--- config.mk ---
export PLATFORM = sky130hd
export DESIGN_NAME = tx_frame_scheduler_flat
export DESIGN_NICKNAME = d
export VERILOG_FILES = /design/src/rtl/tx_frame_scheduler_pkg.sv /design/src/rtl/tx_frame_scheduler_if.sv /design/src/rtl/tx_frame_scheduler_rr_arbiter.sv /design/src/rtl/tx_frame_scheduler.sv /design/src/flat_wrapper.sv
export SDC_FILE = /design/constraint.sdc
export NUM_CORES = 1
export LEC_CHECK = 0
export BUFFER_PORTS_ARGS = -buffer_cell sky130_fd_sc_hd__clkbuf_2
export CAP_MARGIN = 20
export CORE_ASPECT_RATIO = 1.4
export CORE_MARGIN = 2
export CORE_UTILIZATION = 45
export DETAILED_ROUTE_END_ITERATION = 7
export PLACE_DENSITY = 0.79
export RECOVER_POWER = 25
export REMOVE_ABC_BUFFERS = 1
export SYNTH_ARGS = -nofsm -noshare
export SYNTH_HDL_FRONTEND = slang
export SYNTH_HIERARCHICAL = 1
export SYNTH_SLANG_ARGS = --single-unit
--- constraint.sdc ---
create_clock -name clk -period 4.25 [get_ports clk]
set_clock_uncertainty 0.15 [all_clocks]
set_input_delay 0 -clock clk [delete_from_list [all_inputs] [get_ports clk]]
set_output_delay 0 -clock clk [all_outputs]
set_load 0.05 [all_outputs]
--- src/rtl/tx_frame_scheduler_pkg.sv ---
// Types and constants shared by the transmit scheduler and the Tx datapath.
package tx_pkg;

  typedef enum logic [1:0] {IDLE, LAUNCH, WAIT_DONE, GAP} tx_sched_state_e;

  localparam int unsigned TX_DATA_W = 8;

  function automatic int unsigned max_u(input int unsigned a, input int unsigned b);
    return (a > b) ? a : b;
  endfunction

endpackage

--- src/rtl/tx_frame_scheduler_if.sv ---
// Requester handshake plus Tx buffer/start/done bundle; the master side is the scheduler.
interface tx_frame_scheduler_if import tx_pkg::*; #(
  parameter int unsigned NUM_REQ = 4,
  parameter int unsigned DATA_W  = TX_DATA_W
);
  logic [NUM_REQ-1:0]        req_valid;
  logic [NUM_REQ*DATA_W-1:0] req_data;
  logic [NUM_REQ-1:0]        req_ready;
  logic [DATA_W-1:0]         tx_data;
  logic                      tx_start;
  logic                      tx_done;

  modport master (
    input  req_valid, req_data, tx_done,
    output req_ready, tx_data, tx_start
  );

  modport slave (
    output req_valid, req_data, tx_done,
    input  req_ready, tx_data, tx_start
  );
endinterface

--- src/rtl/tx_frame_scheduler_rr_arbiter.sv ---
// Combinational round-robin pick: first asserted request at or after ptr, wrapping.
module rr_arbiter #(
  parameter int unsigned NUM_REQ = 4
) (
  input  logic [NUM_REQ-1:0]         req,
  input  logic [$clog2(NUM_REQ)-1:0] ptr,
  output logic [NUM_REQ-1:0]         gnt,
  output logic [$clog2(NUM_REQ)-1:0] gnt_id
);
  localparam int unsigned IDW = $clog2(NUM_REQ);

  logic [IDW-1:0] idx;
  logic           found;

  // Explicit modulo keeps the scan in range for non-power-of-2 requester counts.
  always_comb begin
    gnt    = '0;
    gnt_id = '0;
    idx    = '0;
    found  = 1'b0;
    for (int unsigned off = 0; off < NUM_REQ; off++) begin
      idx = IDW'((32'(ptr) + off) % NUM_REQ);
      if (!found && req[idx]) begin
        found    = 1'b1;
        gnt[idx] = 1'b1;
        gnt_id   = idx;
      end
    end
  end

endmodule

--- src/rtl/tx_frame_scheduler.sv ---
// Round-robin scheduler sharing one serial transmitter between NUM_REQ requesters.
module tx_frame_scheduler import tx_pkg::*; #(
  parameter int unsigned NUM_REQ    = 4,
  parameter int unsigned DATA_W     = TX_DATA_W,
  parameter int unsigned GAP_CYCLES = 2,
  parameter int unsigned TIMEOUT    = 1024
) (
  input  logic                       clk,
  input  logic                       rst_n,
  input  logic                       en,
  tx_frame_scheduler_if.master       bus,
  output logic [$clog2(NUM_REQ)-1:0] grant_id,
  output logic                       busy,
  output logic                       timeout_err,
  input  logic                       err_clr
);
  localparam int unsigned IDW      = $clog2(NUM_REQ);
  localparam int unsigned CW       = $clog2(max_u(TIMEOUT, GAP_CYCLES) + 1);
  localparam int unsigned GAP_LAST = (GAP_CYCLES == 0) ? 0 : GAP_CYCLES - 1;

  tx_sched_state_e    state_q, state_d;
  logic [IDW-1:0]     ptr_q, ptr_d;
  logic [IDW-1:0]     grant_id_q, grant_id_d;
  logic [CW-1:0]      cnt_q, cnt_d;
  logic [DATA_W-1:0]  tx_data_q, tx_data_d;
  logic               err_q, err_d;
  logic               accept;
  logic [NUM_REQ-1:0] arb_gnt;
  logic [IDW-1:0]     arb_id;

  rr_arbiter #(.NUM_REQ(NUM_REQ)) u_arb (
    .req    (bus.req_valid),
    .ptr    (ptr_q),
    .gnt    (arb_gnt),
    .gnt_id (arb_id)
  );

  // req_ready decodes state combinationally, so rst_n gates it to stay low during reset.
  assign accept        = (state_q == IDLE) && en && (|bus.req_valid) && rst_n;
  assign bus.req_ready = accept ? arb_gnt : '0;
  assign bus.tx_start  = (state_q == LAUNCH);
  assign bus.tx_data   = tx_data_q;
  assign grant_id      = grant_id_q;
  assign busy          = (state_q != IDLE);
  assign timeout_err   = err_q;

  always_comb begin
    state_d    = state_q;
    ptr_d      = ptr_q;
    cnt_d      = cnt_q;
    tx_data_d  = tx_data_q;
    grant_id_d = grant_id_q;
    err_d      = err_q;
    if (err_clr) err_d = 1'b0;
    case (state_q)
      IDLE: begin
        if (accept) begin
          tx_data_d  = bus.req_data[arb_id*DATA_W +: DATA_W];
          grant_id_d = arb_id;
          ptr_d      = (arb_id == IDW'(NUM_REQ - 1)) ? '0 : arb_id + IDW'(1);
          state_d    = LAUNCH;
        end
      end
      LAUNCH: begin
        cnt_d   = '0;
        state_d = WAIT_DONE;
      end
      WAIT_DONE: begin
        cnt_d = cnt_q + CW'(1);
        // A done arriving on the timeout cycle wins, so no error is flagged then.
        if (bus.tx_done || (cnt_q == CW'(TIMEOUT - 1))) begin
          if (!bus.tx_done) err_d = 1'b1;
          cnt_d   = '0;
          state_d = (GAP_CYCLES == 0) ? IDLE : GAP;
        end
      end
      GAP: begin
        cnt_d = cnt_q + CW'(1);
        if (cnt_q == CW'(GAP_LAST)) begin
          cnt_d   = '0;
          state_d = IDLE;
        end
      end
      default: state_d = IDLE;
    endcase
  end

  always_ff @(posedge clk or negedge rst_n) begin
    if (!rst_n) begin
      state_q    <= IDLE;
      ptr_q      <= '0;
      cnt_q      <= '0;
      tx_data_q  <= '0;
      grant_id_q <= '0;
      err_q      <= 1'b0;
    end else begin
      state_q    <= state_d;
      ptr_q      <= ptr_d;
      cnt_q      <= cnt_d;
      tx_data_q  <= tx_data_d;
      grant_id_q <= grant_id_d;
      err_q      <= err_d;
    end
  end

endmodule
--- src/flat_wrapper.sv ---
// flat-port wrapper written by rule: the top's interface ports become plain ports
module tx_frame_scheduler_flat import tx_pkg::*;
#(
  parameter int unsigned NUM_REQ    = 4,
  parameter int unsigned DATA_W     = TX_DATA_W,
  parameter int unsigned GAP_CYCLES = 2,
  parameter int unsigned TIMEOUT    = 1024
)
  (clk, rst_n, en, grant_id, busy, timeout_err, err_clr, bus_req_valid, bus_req_data, bus_tx_done, bus_req_ready, bus_tx_data, bus_tx_start);
  tx_frame_scheduler_if #(.NUM_REQ(NUM_REQ), .DATA_W(DATA_W)) bus_i ();
  input  logic clk;
  input  logic rst_n;
  input  logic en;
  output logic [$clog2(NUM_REQ)-1:0] grant_id;
  output logic busy;
  output logic timeout_err;
  input  logic err_clr;
  input wire logic [$bits(bus_i.req_valid)-1:0] bus_req_valid;
  input wire logic [$bits(bus_i.req_data)-1:0] bus_req_data;
  input wire logic [$bits(bus_i.tx_done)-1:0] bus_tx_done;
  output wire logic [$bits(bus_i.req_ready)-1:0] bus_req_ready;
  output wire logic [$bits(bus_i.tx_data)-1:0] bus_tx_data;
  output wire logic [$bits(bus_i.tx_start)-1:0] bus_tx_start;
  assign bus_i.req_valid = bus_req_valid;
  assign bus_i.req_data = bus_req_data;
  assign bus_i.tx_done = bus_tx_done;
  assign bus_req_ready = bus_i.req_ready;
  assign bus_tx_data = bus_i.tx_data;
  assign bus_tx_start = bus_i.tx_start;
  tx_frame_scheduler #(.NUM_REQ(NUM_REQ), .DATA_W(DATA_W), .GAP_CYCLES(GAP_CYCLES), .TIMEOUT(TIMEOUT)) u_core (.clk(clk), .rst_n(rst_n), .en(en), .bus(bus_i), .grant_id(grant_id), .busy(busy), .timeout_err(timeout_err), .err_clr(err_clr));
endmodule
==> metrics.cfg, run 1 <==
[timing]
tns_ps=0
hold_viol_final=0
rsz0062_at_grt=no
setup_slack_ps=1040
fmax_mhz=311
setup_violations=0
fin_crit_sh=0.756
maxSlewViolCount=0
max_slew_margin=0.0560
min_period_ps=3210
tightest_slew_ps=1420
whs_ps=18.4

[synthesis]
synth-seq-cells=26
synthMuxAreaShare=0.203
syn_area_per_cell_sq_um=10.1
synth_cells=208
synth-edff-count=0
synth_warnings=6
synth.area.top_cells=dfrtp_1 (31%), mux4_2 (12%), ha_1 (7.7%), mux2_2 (6.4%), nand2_1 (3.6%)
synth.distinct_cells=54
synth-simple-area-share=0.206
yosysTopAreaCellShare=0.308
synth_flop_cell=dfrtp_1
syn_area_sq_um=2110
synthAdderAreaFrac=0.0771
async_flop_share=1.00
synth.largest_area_cell=dfrtp_1
ys_seq_area_frac=0.308
synth_compound_area_frac=0.149
synthXorXnorAreaFrac=0
synth_top_family_by_area=simple AND/OR/NAND/NOR gates

[die]
ios=58
rows=29
core-area_sq_um=4540
die_w_um=61.9
die-area_sq_um=5260
die_h_um=85.0
initial_core_util=0.465

[run_status]
status=finished clean

[pwr]
leakage_nw=1.14
vdd_drop_max_mv=0.245
power_density_nw_per_um2=674

[finish]
final_util=0.550
finalNetCount=317
insertedDiodeCount=0
final_area_sq_um=2490
layout-drive-gt1-share=0.395
area_growth_pct=18.1

[setup_path]
critical_path.top_delay_family=compound AO/OA/AOI/OAI gates
cp.required_ps=4260
cp-start-kind=flop
cp.arrival_ps=3220
r2r_slack_ps=1040
cp-end-kind=flop
r2r-end=u_core/bus.tx_data[7]$_DFFE_PN0P_
worst-path-max-fanout=9
worst_path_max_delay_cell=o31a_1
critPathKind=reg2reg
r2r_start=u_core/ptr_q[0]$_DFFE_PN0P_
r2r_cells=7
crit_chain=inv_1 -> ha_1 -> o21ai_0 -> o31ai_1 -> o31a_1 -> mux4_2 -> mux2_2
cp_num_buf_inv=1
cpPeakStageDelay_ps=640

[placement]
io_buffers=57
dpl_cell_area_sq_um=2420
gp_congestion=0.854
dp_slack_ps=1040
dp_hpwl_mm=3.46

[worst_hold_path]
holdPathEnd=u_core/bus.tx_data[2]$_DFFE_PN0P_
hold_start=bus_req_data[18]
hold_depth=3
hold_path_class=in2reg

[detailed_routing]
wl_mm=4.55
vias=1797
avgViaCountPerCell=5.56
wl_per_cell_um=14.1
ant_nets=0
drc=0
first_pass_iters=4
drt_iter0_drc=37

[global_route]
antenna_found_initial=0
grt_max_degree=28
grt_first_pass_wirelength_mm=7.42
grt_pass1_vias=1721
grtUsageTotal=0.181
overflow=0

[clock_network]
cts_root_buf=clkbuf_8
clk_pin_slew_worst_paths_ps=90
cts_setup_buffers=0
clockBufferDepth=2
cts_tree=done
cts.htree.levels=1
clk_latency_ps=270
cts.sinks=26
cts_made_buffers=3

[flow_run]
drv_cap=0

## how the worst max path moves through the flow
stage / slack, ps / endpoint / depth (start not counted) / from
final: 1040 / u_core/bus.tx_data[7]$_DFFE_PN0P_ / 7 / u_core/ptr_q[0]$_DFFE_PN0P_
after global routing: 760 / u_core/bus.tx_data[5]$_DFFE_PN0P_ / 7 / u_core/ptr_q[0]$_DFFE_PN0P_
after CTS: 1010 / u_core/bus.tx_data[7]$_DFFE_PN0P_ / 7 / u_core/ptr_q[0]$_DFFE_PN0P_
after detailed placement: 1040 / u_core/bus.tx_data[7]$_DFFE_PN0P_ / 7 / u_core/ptr_q[0]$_DFFE_PN0P_
after global placement: 1100 / u_core/bus.tx_data[2]$_DFFE_PN0P_ / 7 / u_core/ptr_q[0]$_DFFE_PN0P_
after floorplan: 950 / u_core/bus.tx_data[0]$_DFFE_PN0P_ / 7 / u_core/ptr_q[0]$_DFFE_PN0P_
## timing repair
item	CTS	global route
endpoints found under the hold margin	27	0
hold buffers	3	0
gates resized for setup	0	0
## routing by layer
metal,global-route usage,routed length (um)
met4,0.0774,76
met3,0.0213,189
met2,0.327,2490
met1,0.201,1800
met5,0,0
## cell families after synthesis
logic type | count (synthesis)
AND/OR/NAND/NOR | 75
AO/OA/AOI/OAI | 43
multiplexers | 27
flip-flops | 26
buffers and inverters | 24
adder cells (fa/ha/maj) | 13
## placed cells by master, fill, tap and decap left out, types with 5 or more instances in the layout
master / n
and2_1: 5
clkbuf_2: 56
dfrtp_1: 26
ha_1: 13
inv_1: 9
mux2_2: 12
mux4_2: 11
nand2_1: 20
nor2_1: 13
nor3_1: 7
o21ai_0: 15
## report_power, final
part           switching (mW)  total [mW]  internal (mW)
registers              0.0526       0.378          0.325
logic                   0.682        1.16          0.481
clock network          0.0751       0.139         0.0635
total                   0.809        1.68          0.869
## worst register-to-register path: stages (launching register included)
cell	delay [ps]
dfrtp_1	350
inv_1	70
ha_1	400
o21ai_0	120
o31ai_1	510
o31a_1	640
mux4_2	590
mux2_2	280
## Yosys cell counts, types with 3 or more instances
cell and count:
dfrtp_1 26, nand2_1 20, o21ai_0 15, ha_1 13
nor2_1 13, mux2_2 12, mux4_2 11, inv_1 9
nor3_1 7, and2_1 5, a21oi_1 4, a221o_2 4
buf_2 4, nand4_1 4, o22ai_1 4, a31oi_1 3
and3b_1 3, clkbuf_1 3, clkbuf_2 3, mux2i_1 3
nand3_1 3
## through the flow
stage	total power [mW]	cells
2_1_floorplan	1.29	194
3_3_place_gp	1.52	317
3_5_place_dp	1.55	317
4_1_cts	1.69	323
5_1_grt	1.81	323
6_report	1.68	323
## flip-flops by register name (all words and copies together), names as in the netlist
register            count
u_core/bus.tx_data      8
u_core/cnt_q           11
u_core/grant_id         2
u_core/ptr_q            2
u_core/state_q          2
u_core/timeout_err      1
## area by class of cell
type	instances	area, sq um
clock buffers	3	41.3
fillers	400	2040
inverters	10	37.5
multi-input cells	158	1340
flip-flops and latches	26	651
well taps	62	77.6
repair buffers	64	344
Power figures use the tool's default switching activity.
==> inputs of run 2 (changes only) <==
--- a/config.mk
+++ b/config.mk
@@ -11,7 +11,7 @@
 export CORE_MARGIN = 2
 export CORE_UTILIZATION = 45
 export DETAILED_ROUTE_END_ITERATION = 7
-export PLACE_DENSITY = 0.79
+export PLACE_DENSITY = 0.82
 export RECOVER_POWER = 25
 export REMOVE_ABC_BUFFERS = 1
 export SYNTH_ARGS = -nofsm -noshare
==> constraint.sdc (replaced) <==
create_clock -name clk -period 2.64 [get_ports clk]
set_clock_uncertainty 0.15 [all_clocks]
set_input_delay 0 -clock clk [delete_from_list [all_inputs] [get_ports clk]]
set_output_delay 0 -clock clk [all_outputs]
set_load 0.05 [all_outputs]
==> metrics.cfg, run 2 (same netlist as run 1, synthesis figures left out) <==
[timing]
setup_slack_ps=-137  ; -1170 ps
fin_crit_sh=1.05  ; +0.296
rsz0062_at_grt=yes
max_slew_margin=0.0248  ; -0.0312
setup_violations=13  ; +13
min_period_ps=2780  ; -435 ps
tns_ps=-1170  ; -1170 ps
hold_viol_final=0  ; unchanged
tightest_slew_ps=1460  ; +46.8 ps
fmax_mhz=360  ; +16%
maxSlewViolCount=0  ; unchanged

[placement]
dp_slack_ps=-521  ; -1560 ps
gp_congestion=0.853  ; about the same
dp_hpwl_mm=3.88  ; +12%
io_buffers=57  ; unchanged

[die]
ios=58  ; unchanged
core-area_sq_um=4540  ; unchanged
rows=29  ; unchanged
die_w_um=61.9  ; unchanged
die-area_sq_um=5260  ; unchanged
die_h_um=85.0  ; unchanged
initial_core_util=0.465  ; unchanged

[finish]
insertedDiodeCount=0  ; unchanged
largest-register=u_core/cnt_q
fill_cells=364  ; -9.0%
layout_commonest_cell=clkbuf_2
regArea_sq_um=651  ; unchanged
area_growth_pct=34.2
largest_reg_flops=11  ; unchanged
layout-drive-gt1-share=0.477  ; +0.0824
most-common-layout-cells=clkbuf_2 (52), dfrtp_1 (26), nand2_1 (20)
finalNetCount=338  ; +6.6%
multi_input_area_sq_um=1410  ; +5.4%

[clock_network]
cts_made_buffers=3  ; unchanged
cts.htree.levels=1  ; unchanged
cts.sinks=26  ; unchanged
cts_tree=done
clockBufferDepth=2  ; unchanged
cts_root_buf=clkbuf_8
clk_latency_ps=290  ; +20 ps
clk_pin_slew_worst_paths_ps=100  ; about the same

[detailed_routing]
wl_per_cell_um=16.0  ; +13%
drc=0  ; unchanged
avgViaCountPerCell=5.67  ; +1.9%
wl_mm=5.51  ; +21%
drt_iter0_drc=114  ; +210%
first_pass_iters=4  ; unchanged
vias=1955  ; +8.8%
ant_nets=0  ; unchanged

[global_route]
grt_max_degree=27  ; -3.6%
overflow=0  ; unchanged
grtUsageTotal=0.210  ; +0.0289
grt_pass1_vias=1893  ; +10%
antenna_found_initial=0  ; unchanged
grt_first_pass_wirelength_mm=8.41  ; +13%

[setup_path]
critPathKind=reg2reg
cp.arrival_ps=2810  ; -410 ps
cp.required_ps=2670  ; -1590 ps
cp-start-kind=flop
r2r_cells=8  ; +1
r2r_start=u_core/ptr_q[0]$_DFFE_PN0P_
setup.worst_path.start=u_core/ptr_q[0]$_DFFE_PN0P_
cp-endpoint=u_core/bus.tx_data[7]$_DFFE_PN0P_
r2r_slack_ps=-140  ; -1170 ps
r2r-end=u_core/bus.tx_data[7]$_DFFE_PN0P_
worst-path-max-fanout=11  ; +2
cp-end-kind=flop

[flow_run]
drv_cap=0  ; unchanged

[run_status]
status=finished with violations
violations=setup timing

[worst_hold_path]
hold_path_class=in2reg

[pwr]
power_density_nw_per_um2=1150  ; +70%
leakage_nw=1.30  ; +14%
vdd_drop_max_mv=0.416  ; +70%

-- run 2: routing by layer --
| layer | routed length (um) | GRT usage |
|---|---|---|
| met5 | 0 | 0 |
| met4 | 136 | 0.0832 |
| met3 | 196 | 0.0290 |
| met1 | 2170 | 0.238 |
| met2 | 3020 | 0.376 |
-- run 2: worst min-delay path by stage --
stage                                start                           endpoint  slack, ps  cells past startpoint
after floorplan                      rst_n  u_core/bus.tx_data[0]$_DFFE_PN0P_       -450                      0
after global placement               rst_n        u_core/cnt_q[5]$_DFFE_PN0P_        -90                      2
after detailed placement             rst_n        u_core/cnt_q[6]$_DFFE_PN0P_        -90                      2
after CTS                  bus_req_data[3]  u_core/bus.tx_data[3]$_DFFE_PN0P_         10                      3
after global routing      bus_req_data[20]  u_core/bus.tx_data[4]$_DFFE_PN0P_          6                      3
final                      bus_req_data[3]  u_core/bus.tx_data[3]$_DFFE_PN0P_          3                      3
-- run 2: what timing repair did --
action,in CTS,in global routing
setup buffers,1,2
setup endpoints to repair,15,14
gates cloned,0,1
endpoints found under the hold margin,27,0
hold buffers,3,0
gates resized for setup,18,12
pin swaps,1,6
-- run 2: area by class of cell --
type	count	share of cell area
Multi-Input combinational cell	158	0.499
Inverter	10	0.0133
Sequential cell	26	0.230
Clock buffer	4	0.0194
Tap cell	62	0.0274
Timing Repair Buffer	85	0.211
-- run 2: per-stage QoR --
stage | instances | power [mW] | util | area [sq um] | hold WS, ps
2_1_floorplan | 194 | 2.08 | - | 2030 | -446
3_3_place_gp | 334 | 2.66 | 0.571 | 2590 | -90.1
3_5_place_dp | 334 | 2.73 | 0.571 | 2590 | -87.6
4_1_cts | 342 | 3.13 | 0.609 | 2760 | 12.3
5_1_grt | 345 | 3.46 | 0.624 | 2830 | 5.75
6_report | 345 | 3.25 | 0.624 | 2830 | 2.85
-- run 2: critical path, cell delays in order (launching register included) --
cell,delay (ps)
dfrtp_1,440
buf_6,160
buf_12,110
mux4_2,540
nor2_2,110
o31a_1,190
buf_12,160
mux4_2,510
mux2_4,280
-- run 2: power by group --
part | internal (mW) | leakage, nW | total, mW | switching (mW)
clock network | 0.134 | 0.0288 | 0.271 | 0.137
registers | 0.524 | 0.335 | 0.625 | 0.101
logic | 1.11 | 0.934 | 2.35 | 1.24
